File: src/rtl/spi_result_collector_pkg.sv
// Shared types and constants for the SPI result collector.
package spi_collector_pkg;

    typedef enum logic [1:0] {
        IDLE   = 2'd0,
        SHIFT  = 2'd1,
        COMMIT = 2'd2
    } state_t;

    localparam int DEF_WIDTH = 8;
    localparam int DEF_DEPTH = 8;

    // Occupancy needs one extra bit so that a full FIFO (count == DEPTH) is representable.
    function automatic int count_width(input int depth);
        return $clog2(depth) + 1;
    endfunction

endpackage

File: src/rtl/spi_result_collector_if.sv
// SPI pins, run/flush controls and FIFO read side of the result collector.
interface spi_result_collector_if
    import spi_collector_pkg::*;
#(
    parameter int WIDTH = DEF_WIDTH,
    parameter int DEPTH = DEF_DEPTH
);
    localparam int CNT_W = count_width(DEPTH);

    logic             mosi;
    logic             slave_select;
    logic             spi_clock;
    logic             finished;
    logic             clear;
    logic             rd_en;
    logic [WIDTH-1:0] rd_data;
    logic             empty;
    logic             full;
    logic [CNT_W-1:0] count;
    logic             frame_error;
    logic             overflow;
    logic             run_done;
    logic [WIDTH-1:0] checksum;

    modport master (
        output mosi, slave_select, spi_clock, finished, clear, rd_en,
        input  rd_data, empty, full, count, frame_error, overflow, run_done, checksum
    );

    modport slave (
        input  mosi, slave_select, spi_clock, finished, clear, rd_en,
        output rd_data, empty, full, count, frame_error, overflow, run_done, checksum
    );
endinterface

File: src/rtl/spi_result_collector_sync_fifo.sv
// First-word-fall-through FIFO; clear wins over pop but a same-cycle write lands in slot 0.
module sync_fifo
    import spi_collector_pkg::*;
#(
    parameter int WIDTH = DEF_WIDTH,
    parameter int DEPTH = DEF_DEPTH
) (
    input  logic                          clock,
    input  logic                          reset,
    input  logic                          i_wr,
    input  logic [WIDTH-1:0]              i_wdata,
    input  logic                          i_pop,
    input  logic                          i_clear,
    output logic [WIDTH-1:0]              o_rdata,
    output logic                          o_empty,
    output logic                          o_full,
    output logic [count_width(DEPTH)-1:0] o_count
);
    localparam int PTR_W = $clog2(DEPTH);
    localparam int CNT_W = count_width(DEPTH);

    logic [WIDTH-1:0] r_mem [DEPTH];
    logic [PTR_W-1:0] r_wptr;
    logic [PTR_W-1:0] r_rptr;
    logic [CNT_W-1:0] r_count;
    logic [PTR_W-1:0] w_waddr;
    logic             w_pop;

    assign w_pop   = i_pop & ~o_empty & ~i_clear;
    assign w_waddr = i_clear ? '0 : r_wptr;

    always_ff @(posedge clock) begin
        if (i_wr) r_mem[w_waddr] <= i_wdata;
    end

    always_ff @(posedge clock or negedge reset) begin
        if (!reset) begin
            r_wptr  <= '0;
            r_rptr  <= '0;
            r_count <= '0;
        end else if (i_clear) begin
            r_rptr  <= '0;
            r_wptr  <= i_wr ? PTR_W'(1) : '0;
            r_count <= i_wr ? CNT_W'(1) : '0;
        end else begin
            if (i_wr)  r_wptr <= r_wptr + PTR_W'(1);
            if (w_pop) r_rptr <= r_rptr + PTR_W'(1);
            r_count <= r_count + CNT_W'(i_wr) - CNT_W'(w_pop);
        end
    end

    assign o_empty = (r_count == '0);
    assign o_full  = (r_count == CNT_W'(DEPTH));
    assign o_count = r_count;
    assign o_rdata = o_empty ? '0 : r_mem[r_rptr];

endmodule

File: src/rtl/spi_result_collector.sv
// SPI mode-0 slave that deserialises result frames into a FWFT FIFO.
// Optional running checksum of stored words under macro COLLECTOR_CHECKSUM_EN.
module spi_result_collector
    import spi_collector_pkg::*;
#(
    parameter int WIDTH       = DEF_WIDTH,
    parameter int DEPTH       = DEF_DEPTH,
    parameter int SYNC_STAGES = 2
) (
    input  logic                  clock,
    input  logic                  reset,
    spi_result_collector_if.slave bus
);
    localparam int BC_W = $clog2(WIDTH + 2);
    localparam logic [BC_W-1:0] BC_FULL = BC_W'(WIDTH);
    localparam logic [BC_W-1:0] BC_MAX  = BC_W'(WIDTH + 1);

    state_t                 r_state;
    state_t                 w_state_nxt;
    logic [SYNC_STAGES-1:0] r_mosi_sync;
    logic [SYNC_STAGES-1:0] r_ss_sync;
    logic [SYNC_STAGES-1:0] r_sck_sync;
    logic                   r_ss_d;
    logic                   r_sck_d;
    logic [WIDTH-1:0]       r_shift;
    logic [BC_W-1:0]        r_bit_cnt;
    logic                   r_frame_error;
    logic                   r_overflow;
    logic                   r_run_done;
    logic                   r_fin_pend;
    logic                   w_mosi, w_ss, w_sck;
    logic                   w_ss_fall, w_ss_rise, w_sck_rise;
    logic                   w_frame_bad;
    logic                   w_commit, w_pop, w_wr;
    logic                   w_empty, w_full;

    always_ff @(posedge clock or negedge reset) begin
        if (!reset) begin
            r_mosi_sync <= '0;
            r_ss_sync   <= '1;
            r_sck_sync  <= '0;
            r_ss_d      <= 1'b1;
            r_sck_d     <= 1'b0;
        end else begin
            r_mosi_sync <= {r_mosi_sync[SYNC_STAGES-2:0], bus.mosi};
            r_ss_sync   <= {r_ss_sync[SYNC_STAGES-2:0], bus.slave_select};
            r_sck_sync  <= {r_sck_sync[SYNC_STAGES-2:0], bus.spi_clock};
            r_ss_d      <= r_ss_sync[SYNC_STAGES-1];
            r_sck_d     <= r_sck_sync[SYNC_STAGES-1];
        end
    end

    assign w_mosi     = r_mosi_sync[SYNC_STAGES-1];
    assign w_ss       = r_ss_sync[SYNC_STAGES-1];
    assign w_sck      = r_sck_sync[SYNC_STAGES-1];
    assign w_ss_fall  = r_ss_d & ~w_ss;
    assign w_ss_rise  = ~r_ss_d & w_ss;
    assign w_sck_rise = ~r_sck_d & w_sck;

    always_ff @(posedge clock or negedge reset) begin
        if (!reset) r_state <= IDLE;
        else        r_state <= w_state_nxt;
    end

    always_comb begin
        w_state_nxt = r_state;
        w_frame_bad = 1'b0;
        case (r_state)
            IDLE:   if (w_ss_fall) w_state_nxt = SHIFT;
            SHIFT: begin
                if (w_ss_rise) begin
                    if (r_bit_cnt == BC_FULL) begin
                        w_state_nxt = COMMIT;
                    end else begin
                        w_state_nxt = IDLE;
                        w_frame_bad = 1'b1;
                    end
                end
            end
            COMMIT: w_state_nxt = IDLE;
            default: w_state_nxt = IDLE;
        endcase
    end

    always_ff @(posedge clock or negedge reset) begin
        if (!reset) begin
            r_shift       <= '0;
            r_bit_cnt     <= '0;
            r_frame_error <= 1'b0;
        end else begin
            r_frame_error <= w_frame_bad;
            if (r_state == IDLE && w_ss_fall) begin
                r_shift   <= '0;
                r_bit_cnt <= '0;
            end else if (r_state == SHIFT && w_sck_rise) begin
                r_shift <= {r_shift[WIDTH-2:0], w_mosi};
                if (r_bit_cnt != BC_MAX) r_bit_cnt <= r_bit_cnt + BC_W'(1);
            end
        end
    end

    // A commit alongside clear always lands, since clear empties the FIFO that same edge.
    assign w_commit = (r_state == COMMIT);
    assign w_pop    = bus.rd_en & ~w_empty;
    assign w_wr     = w_commit & (~w_full | w_pop | bus.clear);

    always_ff @(posedge clock or negedge reset) begin
        if (!reset) begin
            r_overflow <= 1'b0;
            r_run_done <= 1'b0;
            r_fin_pend <= 1'b0;
        end else if (bus.clear) begin
            r_overflow <= 1'b0;
            r_run_done <= 1'b0;
            r_fin_pend <= 1'b0;
        end else begin
            if (w_commit && !w_wr) r_overflow <= 1'b1;
            if (r_state == IDLE) begin
                if (bus.finished || r_fin_pend) r_run_done <= 1'b1;
                r_fin_pend <= 1'b0;
            end else if (bus.finished) begin
                r_fin_pend <= 1'b1;
            end
        end
    end

    sync_fifo #(
        .WIDTH (WIDTH),
        .DEPTH (DEPTH)
    ) u_fifo (
        .clock   (clock),
        .reset   (reset),
        .i_wr    (w_wr),
        .i_wdata (r_shift),
        .i_pop   (bus.rd_en),
        .i_clear (bus.clear),
        .o_rdata (bus.rd_data),
        .o_empty (w_empty),
        .o_full  (w_full),
        .o_count (bus.count)
    );

    assign bus.empty       = w_empty;
    assign bus.full        = w_full;
    assign bus.frame_error = r_frame_error;
    assign bus.overflow    = r_overflow;
    assign bus.run_done    = r_run_done;

`ifdef COLLECTOR_CHECKSUM_EN
    logic [WIDTH-1:0] r_checksum;

    always_ff @(posedge clock or negedge reset) begin
        if (!reset)         r_checksum <= '0;
        else if (bus.clear) r_checksum <= w_wr ? r_shift : '0;
        else if (w_wr)      r_checksum <= r_checksum + r_shift;
    end

    assign bus.checksum = r_checksum;
`else
    assign bus.checksum = '0;
`endif

endmodule

File: src/flat_wrapper.sv
// flat-port wrapper written by rule: the top's interface ports become plain ports
module spi_result_collector_flat import spi_collector_pkg::*;
#(
    parameter int WIDTH       = DEF_WIDTH,
    parameter int DEPTH       = DEF_DEPTH,
    parameter int SYNC_STAGES = 2
)
  (clock, reset, bus_mosi, bus_slave_select, bus_spi_clock, bus_finished, bus_clear, bus_rd_en, bus_rd_data, bus_empty, bus_full, bus_count, bus_frame_error, bus_overflow, bus_run_done, bus_checksum);
  spi_result_collector_if #(.WIDTH(WIDTH), .DEPTH(DEPTH)) bus_i ();
  input  logic clock;
  input  logic reset;
  input wire logic [$bits(bus_i.mosi)-1:0] bus_mosi;
  input wire logic [$bits(bus_i.slave_select)-1:0] bus_slave_select;
  input wire logic [$bits(bus_i.spi_clock)-1:0] bus_spi_clock;
  input wire logic [$bits(bus_i.finished)-1:0] bus_finished;
  input wire logic [$bits(bus_i.clear)-1:0] bus_clear;
  input wire logic [$bits(bus_i.rd_en)-1:0] bus_rd_en;
  output wire logic [$bits(bus_i.rd_data)-1:0] bus_rd_data;
  output wire logic [$bits(bus_i.empty)-1:0] bus_empty;
  output wire logic [$bits(bus_i.full)-1:0] bus_full;
  output wire logic [$bits(bus_i.count)-1:0] bus_count;
  output wire logic [$bits(bus_i.frame_error)-1:0] bus_frame_error;
  output wire logic [$bits(bus_i.overflow)-1:0] bus_overflow;
  output wire logic [$bits(bus_i.run_done)-1:0] bus_run_done;
  output wire logic [$bits(bus_i.checksum)-1:0] bus_checksum;
  assign bus_i.mosi = bus_mosi;
  assign bus_i.slave_select = bus_slave_select;
  assign bus_i.spi_clock = bus_spi_clock;
  assign bus_i.finished = bus_finished;
  assign bus_i.clear = bus_clear;
  assign bus_i.rd_en = bus_rd_en;
  assign bus_rd_data = bus_i.rd_data;
  assign bus_empty = bus_i.empty;
  assign bus_full = bus_i.full;
  assign bus_count = bus_i.count;
  assign bus_frame_error = bus_i.frame_error;
  assign bus_overflow = bus_i.overflow;
  assign bus_run_done = bus_i.run_done;
  assign bus_checksum = bus_i.checksum;
  spi_result_collector #(.WIDTH(WIDTH), .DEPTH(DEPTH), .SYNC_STAGES(SYNC_STAGES)) u_core (.clock(clock), .reset(reset), .bus(bus_i));
endmodule
File: config.mk
export PLATFORM = sky130hd
export DESIGN_NAME = spi_result_collector_flat
export DESIGN_NICKNAME = d
export VERILOG_FILES = /design/src/rtl/spi_result_collector_pkg.sv /design/src/rtl/spi_result_collector_if.sv /design/src/rtl/spi_result_collector_sync_fifo.sv /design/src/rtl/spi_result_collector.sv /design/src/flat_wrapper.sv
export SDC_FILE = /design/constraint.sdc
export NUM_CORES = 1
export LEC_CHECK = 0
export ABC_AREA = 1
export BUFFER_PORTS_ARGS = -buffer_cell sky130_fd_sc_hd__buf_2
export CAP_MARGIN = 40
export CORE_MARGIN = 2
export CORE_UTILIZATION = 50
export CTS_BUF_LIST = sky130_fd_sc_hd__clkbuf_16
export DETAILED_ROUTE_END_ITERATION = 12
export PLACE_DENSITY = 0.68
export SETUP_SLACK_MARGIN = 0.1
export SLEW_MARGIN = 20
export SYNTH_ARGS = -nofsm -noshare
export SYNTH_HDL_FRONTEND = slang
export SYNTH_HIERARCHICAL = 1
export SYNTH_SLANG_ARGS = --single-unit
File: constraint.sdc
create_clock -name clock -period 6 [get_ports clock]
set_input_delay 1.8 -clock clock [delete_from_list [all_inputs] [get_ports clock]]
set_output_delay 1.8 -clock clock [all_outputs]
set_load 0.01 [all_outputs]
# Yosys cells after proc, flatten, opt, wreduce, memory -nomap -nowiden
# Memory sizes are Yosys's and may differ from the RTL's.
# Cells that the tools add are included.
[word_totals] register_bits=36 mem_bits_rw=64 input_bits=8 word_cells=91 memories=1
[mem_list] name="u_core.u_fifo.r_mem" words=8 word_bits=8 rd=1 rd_ports_with_merged_regs=0 wr=1 line="spi_result_collector_sync_fifo.sv:22" text="logic [WIDTH-1:0] r_mem [DEPTH];"
[classes] addsub=5 eq_ne=7 n_mux=31 bitwise=14 n_reduce_logical=18
[ops] op="two-way mux 8 bit" count=3
[ops] op="two-way mux 4 bit" count=4
[ops] op="two-way mux 1 bit" count=15
[ops] op="two-way mux 3 bit" count=5
[ops] op="nonzero test 2 bit" count=7
[ops] op="equality test 4 bit (second input constant)" count=2
[ops] op="adder 3 x 1 -> 3 bit (second input constant)" count=2
[ops] op="AND 1 bit" count=6
[ops] op="two-way mux 2 bit" count=3
[ops] op="inverter 1 bit" count=6
[ops] op="AND reduction 2 bit" count=3
[ops] op="adder 4 x 1 -> 4 bit" count=1
[ops] op="adder 4 x 1 -> 4 bit (second input constant)" count=1
[ops] op="zero test 4 bit" count=1
[ops] op="!= test 2 x 1 -> 1 bit (second input constant)" count=2
[ops] op="!= test 4 bit (second input constant)" count=1
[ops] op="case mux 2 bit (2 select lines)" count=1
[ops] op="subtractor 4 x 1 -> 4 bit" count=1
[ops] op="logical AND 1 bit" count=3
[ops] op="nonzero test 3 bit" count=1
[ops] op="equality test 2 x 1 -> 1 bit (second input constant)" count=1
[ops] op="equality test 2 bit (second input constant)" count=1
[ops] op="zero test 2 bit" count=1
[ops] op="bitwise OR 1 bit" count=2
[ops] op="other kinds (2)" count=2

# Depth between registers and ports, before layout
# Gate-level depths: netlist (run 1).
[logic_depth] ltp_word=10 ltp_mapped=12

# Modules after synthesis
# The synthesis (run 1) kept the hierarchy.
[by_module_without_submodules] module="sync_fifo" instances=1 cells_each=357 area_each_um2=3503.4 seq_area_each_um2=2172.1
[by_module_without_submodules] module="spi_result_collector" instances=1 cells_each=117 area_each_um2=1153.6 seq_area_each_um2=654.4

# Worst setup path after synthesis (run 1)
# No wires, ideal clock.
[synth_timing] path_type="input -> register" start="input port bus_rd_en" end="memory u_core/u_fifo/r_mem[0][0] in the netlist's numbering, enable pin" setup_time_ns=0.370 arrival_ns=2.860 t_required_ns=5.630 path_slack_ns=2.770 stages=4 path_buffers=0 path_cell_list="a21boi_0 -> a21oi_1 -> o21ai_0 -> nor2_1"
[synth_via] elab_chain_len=6
[synth_lines] item="start: declaration" line="flat_wrapper.sv:17" text="input wire logic [$bits(bus_i.rd_en)-1:0] bus_rd_en;"
[synth_lines] item="AND 1 bit" line="spi_result_collector.sv:104" text="assign w_pop = bus.rd_en & ~w_empty;"
[synth_lines] item="bitwise OR 1 bit (2 in a row)" line="spi_result_collector.sv:105" text="assign w_wr = w_commit & (~w_full | w_pop | bus.clear);"
[synth_lines] item="AND 1 bit" line="spi_result_collector.sv:105"
[synth_lines] item="net u_core.w_wr" line="spi_result_collector.sv:34" text="logic w_commit, w_pop, w_wr;"
[synth_lines] item="two-way mux 1 bit" line="spi_result_collector_sync_fifo.sv:33" text="if (i_wr) r_mem[w_waddr] <= i_wdata;"
[synth_lines] item="two-way mux 1 bit (implied by the code)" line="spi_result_collector_sync_fifo.sv:33"
[synth_lines] item="end: declaration" line="spi_result_collector_sync_fifo.sv:22"
# The timed path passes the listed nets, and every way through them passes these cells.

# Worst setup path in the final report (run 1)
[layout_timing] start="register u_core.u_fifo.r_rptr[0]" end="output port bus_rd_data[7]"
[layout_via] elab_chain_len=2
[layout_lines] item="start: declaration" line="spi_result_collector_sync_fifo.sv:24" text="logic [PTR_W-1:0] r_rptr;"
[layout_lines] item="start signal: assignment" line="spi_result_collector_sync_fifo.sv:47" text="if (w_pop) r_rptr <= r_rptr + PTR_W'(1);"
[layout_lines] item="memory (8 x 8 bit)"
[layout_lines] item="two-way mux 8 bit" line="spi_result_collector_sync_fifo.sv:55" text="assign o_rdata = o_empty ? '0 : r_mem[r_rptr];"
[layout_lines] item="end: declaration" line="flat_wrapper.sv:18" text="output wire logic [$bits(bus_i.rd_data)-1:0] bus_rd_data;"
# Every way passes these cells.

==> impl_metrics.yaml, run 1 <==
power_and_ir_drop:
  leakage_nw: 2.426
  ir_drop_uv: 174.9
  p_per_area_mw_per_mm2: 357.2
  finalPower_mw: 1.825
floorplan:
  num_io_pins: 33
  die_area_sq_mm: 0.01010
  row_count: 35
  die_x_um: 100.5
  start_util: 0.5088
  core-area_sq_mm: 0.009153
  dieHeight_um: 100.5
cells_and_area:
  drive_gt1_frac: 0.1257
  final_core_util: 0.5582
  finalNetCount: 516
  antenna_cells: 0
  final_area_sq_mm: 0.005109
  final_cells: 612
  area_growth_pct: 9.699
global_route:
  antenna_found_initial: 0
  gr-usage-all-layers: 0.1703
  grt_max_degree: 37
  grt_pass1_vias: 2825
  grt_overflow: 0
  grt_pass1_wl_mm: 13.28
critical_path:
  rrSetupSlack_ns: 3.25
  worstPathMaxFanout: 34
  cp-end-kind: "output port"
  setup.worst_path.start_class: "flip-flop"
  crit_type: "reg -> out"
  slowest_delay_ns: 0.74
  critPathRequiredTime_ns: 4.20
  cp_slowest_cell: "dfrtp_1"
  worstSetupStartpoint: "u_core/u_fifo/r_rptr[0]"
  worstPathCellList: "buf_4 -> inv_6 -> nand2_1 -> nand3_1 -> nand2_1 -> nor2_1 -> nor2_1 -> buf_2"
  cp.arrival_ns: 2.24
  r2r_start: "u_core/u_fifo/o_count[2]"
cts:
  cts_buffers: 9
  ctsHoldBuffers: 0
  htree_levels: 3
  post_cts_buffers: 0
  root_buffer: "clkbuf_16"
  post_cts_resized: 0
  cts_tree: "built"
  insertion_delay_ns: 0.33
  clockBufferDepth: 2
  clkSlewWorstSetupHoldPaths_ns: 0.06
  cts.sinks: 100
synth:
  syn-cell-area_sq_mm: 0.004657
  synthTopCellsByArea: "edfxtp_1, dfrtp_1, nand2_1"
  synth_most_common_cell: "nand2_1"
  yosys_register_bits: 100
  ys.warnings.count: 6
  synthFlopType: "edfxtp_1"
  synth_cell_types: 33
  synth_top_area_cell: "edfxtp_1"
  avgSynthCellArea_sq_um: 9.825
  synth-edff-count: 64
  ys_seq_area_frac: 0.6069
  async_flop_share: 0.3600
  yosys.area.top_type_share: 0.4127
  synth_cells: 474
  synth_top_cells_by_count: "nand2_1, inv_1, edfxtp_1, nand3_1, dfrtp_1"
sta:
  finalHoldWorstSlack_ns: 0.3490
  slew_viol_final: 0
  fmax_mhz: 247.4
  fin_setup_tns_ns: 0
  skew_ns: 0.003551
  max_slew_margin: 0.4840
  fin_crit_ns: 4.042
  hold_violations: 0
  worst_pin_slew_ns: 0.7740
  final-setup-viol-count: 0
  rsz0062_at_grt: "no"
  fin_crit_sh: 0.6737
  worst_slack_ns: 1.958
placed_design:
  port_buffers: 24
  dp.cells: 595
  hpwlAfterDp_mm: 5.500
  gp_congestion: 0.8077
  dpl-instance-area_sq_mm: 0.004772
  post-place-ws_ns: 2.179
routing:
  via_per_inst: 4.864
  drt_iter0_markers: 188
  drt-total-wl_mm: 8.067
  ant_nets: 0
  dr.pass1.iters: 4
  drc: 0
  drt-wirelength-per-cell_um: 13.18
  vias: 2977
flow_run:
  maxCapViolations: 0
worst_hold_path:
  worstHoldStart: "u_core/r_sck_sync[0]"
  worstHoldPathType: "reg -> reg"
outcome:
  status: "finished clean"
[worst max-delay path, delay by kind of cell (launching register included)]
family | cells | cell delay (ns)
AND/OR/NAND/NOR | 5 | 0.51
buffers and inverters | 3 | 0.64
flip-flops | 1 | 0.74
[worst paths after layout]
path | to | cells past startpoint
worst min register to register | u_core/r_sck_sync[1] | 0
worst max register to register | u_core/u_fifo/r_mem[6][5] | 9
worst min-delay path | u_core/r_sck_sync[1] | 0
worst max-delay path | bus_rd_data[7] | 8
max in group asynchronous | u_core/r_shift[4] | 2
min in group asynchronous | u_core/u_fifo/o_count[3] | 1
[where the power goes]
group          internal (mW)  total (mW)  switching [mW]
clock                  0.360       0.582           0.223
sequential             0.758       0.804          0.0459
combinational          0.158       0.438           0.280
total                   1.28        1.82           0.548
[metal layers]
layer	wire (um)	part of all wire	global-route usage	vias to the layer above
li1	-	-	-	1524
met1	3666	0.45	0.2405	1388
met2	3956	0.49	0.2747	57
met3	381	0.047	0.02219	8
met4	63	0.0078	0.05901	0
met5	0	0	0	-
[flip-flops by register name, indices dropped and copies added (netlist names)]
| register | cells |
|---|---|
| u_core/u_fifo/r_mem | 64 |
| u_core/r_bit_cnt | 4 |
| u_core/u_fifo/r_rptr | 3 |
| u_core/r_sck_sync | 2 |
| u_core/r_ss_sync | 2 |
| u_core/bus.run_done | 1 |
| u_core/r_state | 2 |
| u_core/r_shift | 8 |
| u_core/r_fin_pend | 1 |
| u_core/bus.frame_error | 1 |
| u_core/r_sck_d | 1 |
| u_core/r_ss_d | 1 |
| u_core/u_fifo/r_wptr | 3 |
| u_core/bus.overflow | 1 |
| u_core/u_fifo/o_count | 4 |
| u_core/r_mosi_sync | 2 |
[placed cells by master (no fill, tap or decap), types with 2 or more instances in the layout]
master     instances
nor2_2             3
edfxtp_1          64
inv_1             98
o21ai_0           10
nor2_1            32
inv_2              2
dfrtp_1           33
nand2_4            2
bufinv_16          2
nand3_1           56
conb_1             8
o22ai_1            6
nand2_2            8
buf_2             24
dfstp_2            3
nand4_1            3
a21oi_1            6
ha_1              11
nand2_1          103
clkbuf_16          9
[cells by family (layout without fill, tap and decap cells)]
kind of cell / count (synthesis) / after routing / synth area share
adders and majority gates: 12 / 12 / 0.03385
buffers and inverters: 122 / 142 / 0.1204
AOI/OAI and AO/OA: 26 / 26 / 0.03171
and+or+nand+nor: 211 / 211 / 0.2026
DFF: 100 / 100 / 0.6069
xor gates and xnor gates: 2 / 2 / 0.003762
other: 1 / 8 / 0.0008052
[cell type report]
| cell class | instances | area, sq um |
|---|---|---|
| Sequential cell | 100 | 2826 |
| Clock buffer | 9 | 225.2 |
| Multi-Input combinational cell | 259 | 1296 |
| Fill cell | 752 | 4044 |
| Timing Repair Buffer | 26 | 155.1 |
| Clock inverter | 7 | 83.83 |
| Inverter | 100 | 382.9 |
| Tap cell | 111 | 138.9 |
(Power assumes the default switching activity.)
==> inputs of run 2 (changes only) <==
--- a/config.mk
+++ b/config.mk
@@ -12,7 +12,7 @@
 export CORE_UTILIZATION = 50
 export CTS_BUF_LIST = sky130_fd_sc_hd__clkbuf_16
 export DETAILED_ROUTE_END_ITERATION = 12
-export PLACE_DENSITY = 0.68
+export PLACE_DENSITY = 0.71
 export SETUP_SLACK_MARGIN = 0.1
 export SLEW_MARGIN = 20
 export SYNTH_ARGS = -nofsm -noshare
==> constraint.sdc (replaced) <==
create_clock -name clock -period 3.5 [get_ports clock]
set_input_delay 1.05 -clock clock [delete_from_list [all_inputs] [get_ports clock]]
set_output_delay 1.05 -clock clock [all_outputs]
set_load 0.01 [all_outputs]
==> impl_metrics.yaml, run 2 (same netlist as run 1, synthesis figures left out) <==
sta:
  finalHoldWorstSlack_ns: 0.3540
  worst_slack_ns: 0.4527
  fin_crit_ns: 3.047
  fin_setup_tns_ns: 0
  fmax_mhz: 328.2
  hold_violations: 0
  worst_pin_slew_ns: 0.7345
  rsz0062_at_grt: "no"
  skew_ns: 0.009670
  final-setup-viol-count: 0
  max_slew_margin: 0.5051
  fin_crit_sh: 0.8707
  slew_viol_final: 0
cts:
  htree_levels: 3
  post_cts_buffers: 0
  post_cts_resized: 0
  cts_buffers: 9
  clkSlewWorstSetupHoldPaths_ns: 0.07
  insertion_delay_ns: 0.34
  cts_tree: "built"
  cts.sinks: 100
  root_buffer: "clkbuf_16"
  ctsHoldBuffers: 0
  clockBufferDepth: 2
global_route:
  grt_pass1_wl_mm: 14.05
  grt_pass1_vias: 2861
  grt_overflow: 0
  antenna_found_initial: 0
  grt_max_degree: 37
  gr-usage-all-layers: 0.1844
critical_path:
  critical_path.top_delay_family: "flip-flops"
  crit_type: "reg -> out"
  worstPathCellList: "buf_4 -> nand2_1 -> nand3_1 -> nand3_1 -> nand2_1 -> nor2_1 -> buf_2"
  crit_buf_inv: 2
  slowest_delay_ns: 0.71
  setup.worst_path.start_class: "flip-flop"
  cp-end-kind: "output port"
  critPathRequiredTime_ns: 2.45
  worstPathMaxFanout: 20
  cp.arrival_ns: 2.00
  cp_slowest_cell: "dfrtp_1"
cells_and_area:
  drive_gt1_frac: 0.1403
  final_area_sq_mm: 0.005107
  finalNetCount: 521
  area_growth_pct: 9.672
  antenna_cells: 0
  multi_input_area_sq_mm: 0.001296
  seqCellArea_sq_mm: 0.002826
  fillers: 766
  final_common_cell: "nand2_1"
  final_core_util: 0.5580
  top_register: "u_core/u_fifo/r_mem"
  largestRegisters: "u_core/u_fifo/r_mem: 64 flops, u_core/r_shift: 8 flops"
  largest_reg_flops: 64
  final_cell_mix: "nand2_1, inv_1, edfxtp_1"
routing:
  drc: 0
  ant_nets: 0
  via_per_inst: 4.935
  drt-wirelength-per-cell_um: 13.87
  dr.pass1.iters: 5
  drt_iter0_markers: 240
  drt-total-wl_mm: 8.555
  vias: 3045
placed_design:
  port_buffers: 24
  dpl-instance-area_sq_mm: 0.004810
  hpwlAfterDp_mm: 5.777
  post-place-ws_ns: 0.5820
  gp_congestion: 0.8216
floorplan:
  die_x_um: 100.5
  row_count: 35
  die_area_sq_mm: 0.01010
  dieHeight_um: 100.5
  core-area_sq_mm: 0.009153
  num_io_pins: 33
  start_util: 0.5088
worst_hold_path:
  worstHoldPathType: "reg -> reg"
flow_run:
  maxCapViolations: 0
power_and_ir_drop:
  ir_drop_uv: 258.0
  leakage_nw: 2.449
  p_per_area_mw_per_mm2: 595.2
outcome:
  status: "finished clean"
[run 2: area by class of cell]
cell class,count,share of cell area
sequential,100,0.5534
multi-input combinational,259,0.2538
inverter,100,0.07496
clock buffer,9,0.04410
timing repair buffer,31,0.03626
tap,111,0.02719
clock inverter,7,0.01029
[run 2: worst paths after layout]
check                                         start                         to  slack, ns  depth (start not counted)
max reg2reg                u_core/u_fifo/o_count[2]  u_core/u_fifo/r_mem[5][6]       0.86                          9
min                            u_core/r_sck_sync[0]       u_core/r_sck_sync[1]       0.35                          0
max in group asynchronous                     reset        u_core/r_ss_sync[0]       2.56                          2
min reg2reg                    u_core/r_sck_sync[0]       u_core/r_sck_sync[1]       0.35                          0
max                         u_core/u_fifo/r_rptr[0]             bus_rd_data[6]       0.45                          7
min in group asynchronous                     reset   u_core/u_fifo/o_count[3]       0.50                          1
[run 2: worst reg2reg max path, cell delays in order (launching register included)]
cell and delay (ns):
dfrtp_1 0.34, inv_1 0.08, ha_1 0.24, nand3_4 0.17, inv_1 0.08, inv_1 0.05
a21boi_0 0.09, a21oi_1 0.36, nand3_1 0.30, nor2_1 0.57
[run 2: report_power, final]
group | switching, mW | total (mW) | internal, mW
Combinational | 0.477 | 0.744 | 0.267
Clock | 0.425 | 0.917 | 0.491
Sequential | 0.0794 | 1.38 | 1.30
[run 2: through the flow]
step,power [mW],instances
finish,3.040,617
detailed placement,2.140,600
CTS,3.058,616
global placement,2.118,600
global route,3.228,617
floorplan,1.957,481
[run 2: layer usage]
| metal | GRT usage | part of all wire |
|---|---|---|
| met1 | 0.2594 | 0.44 |
| met2 | 0.2860 | 0.49 |
| met3 | 0.03745 | 0.062 |
| met4 | 0.06955 | 0.016 |
| met5 | 0 | 0 |
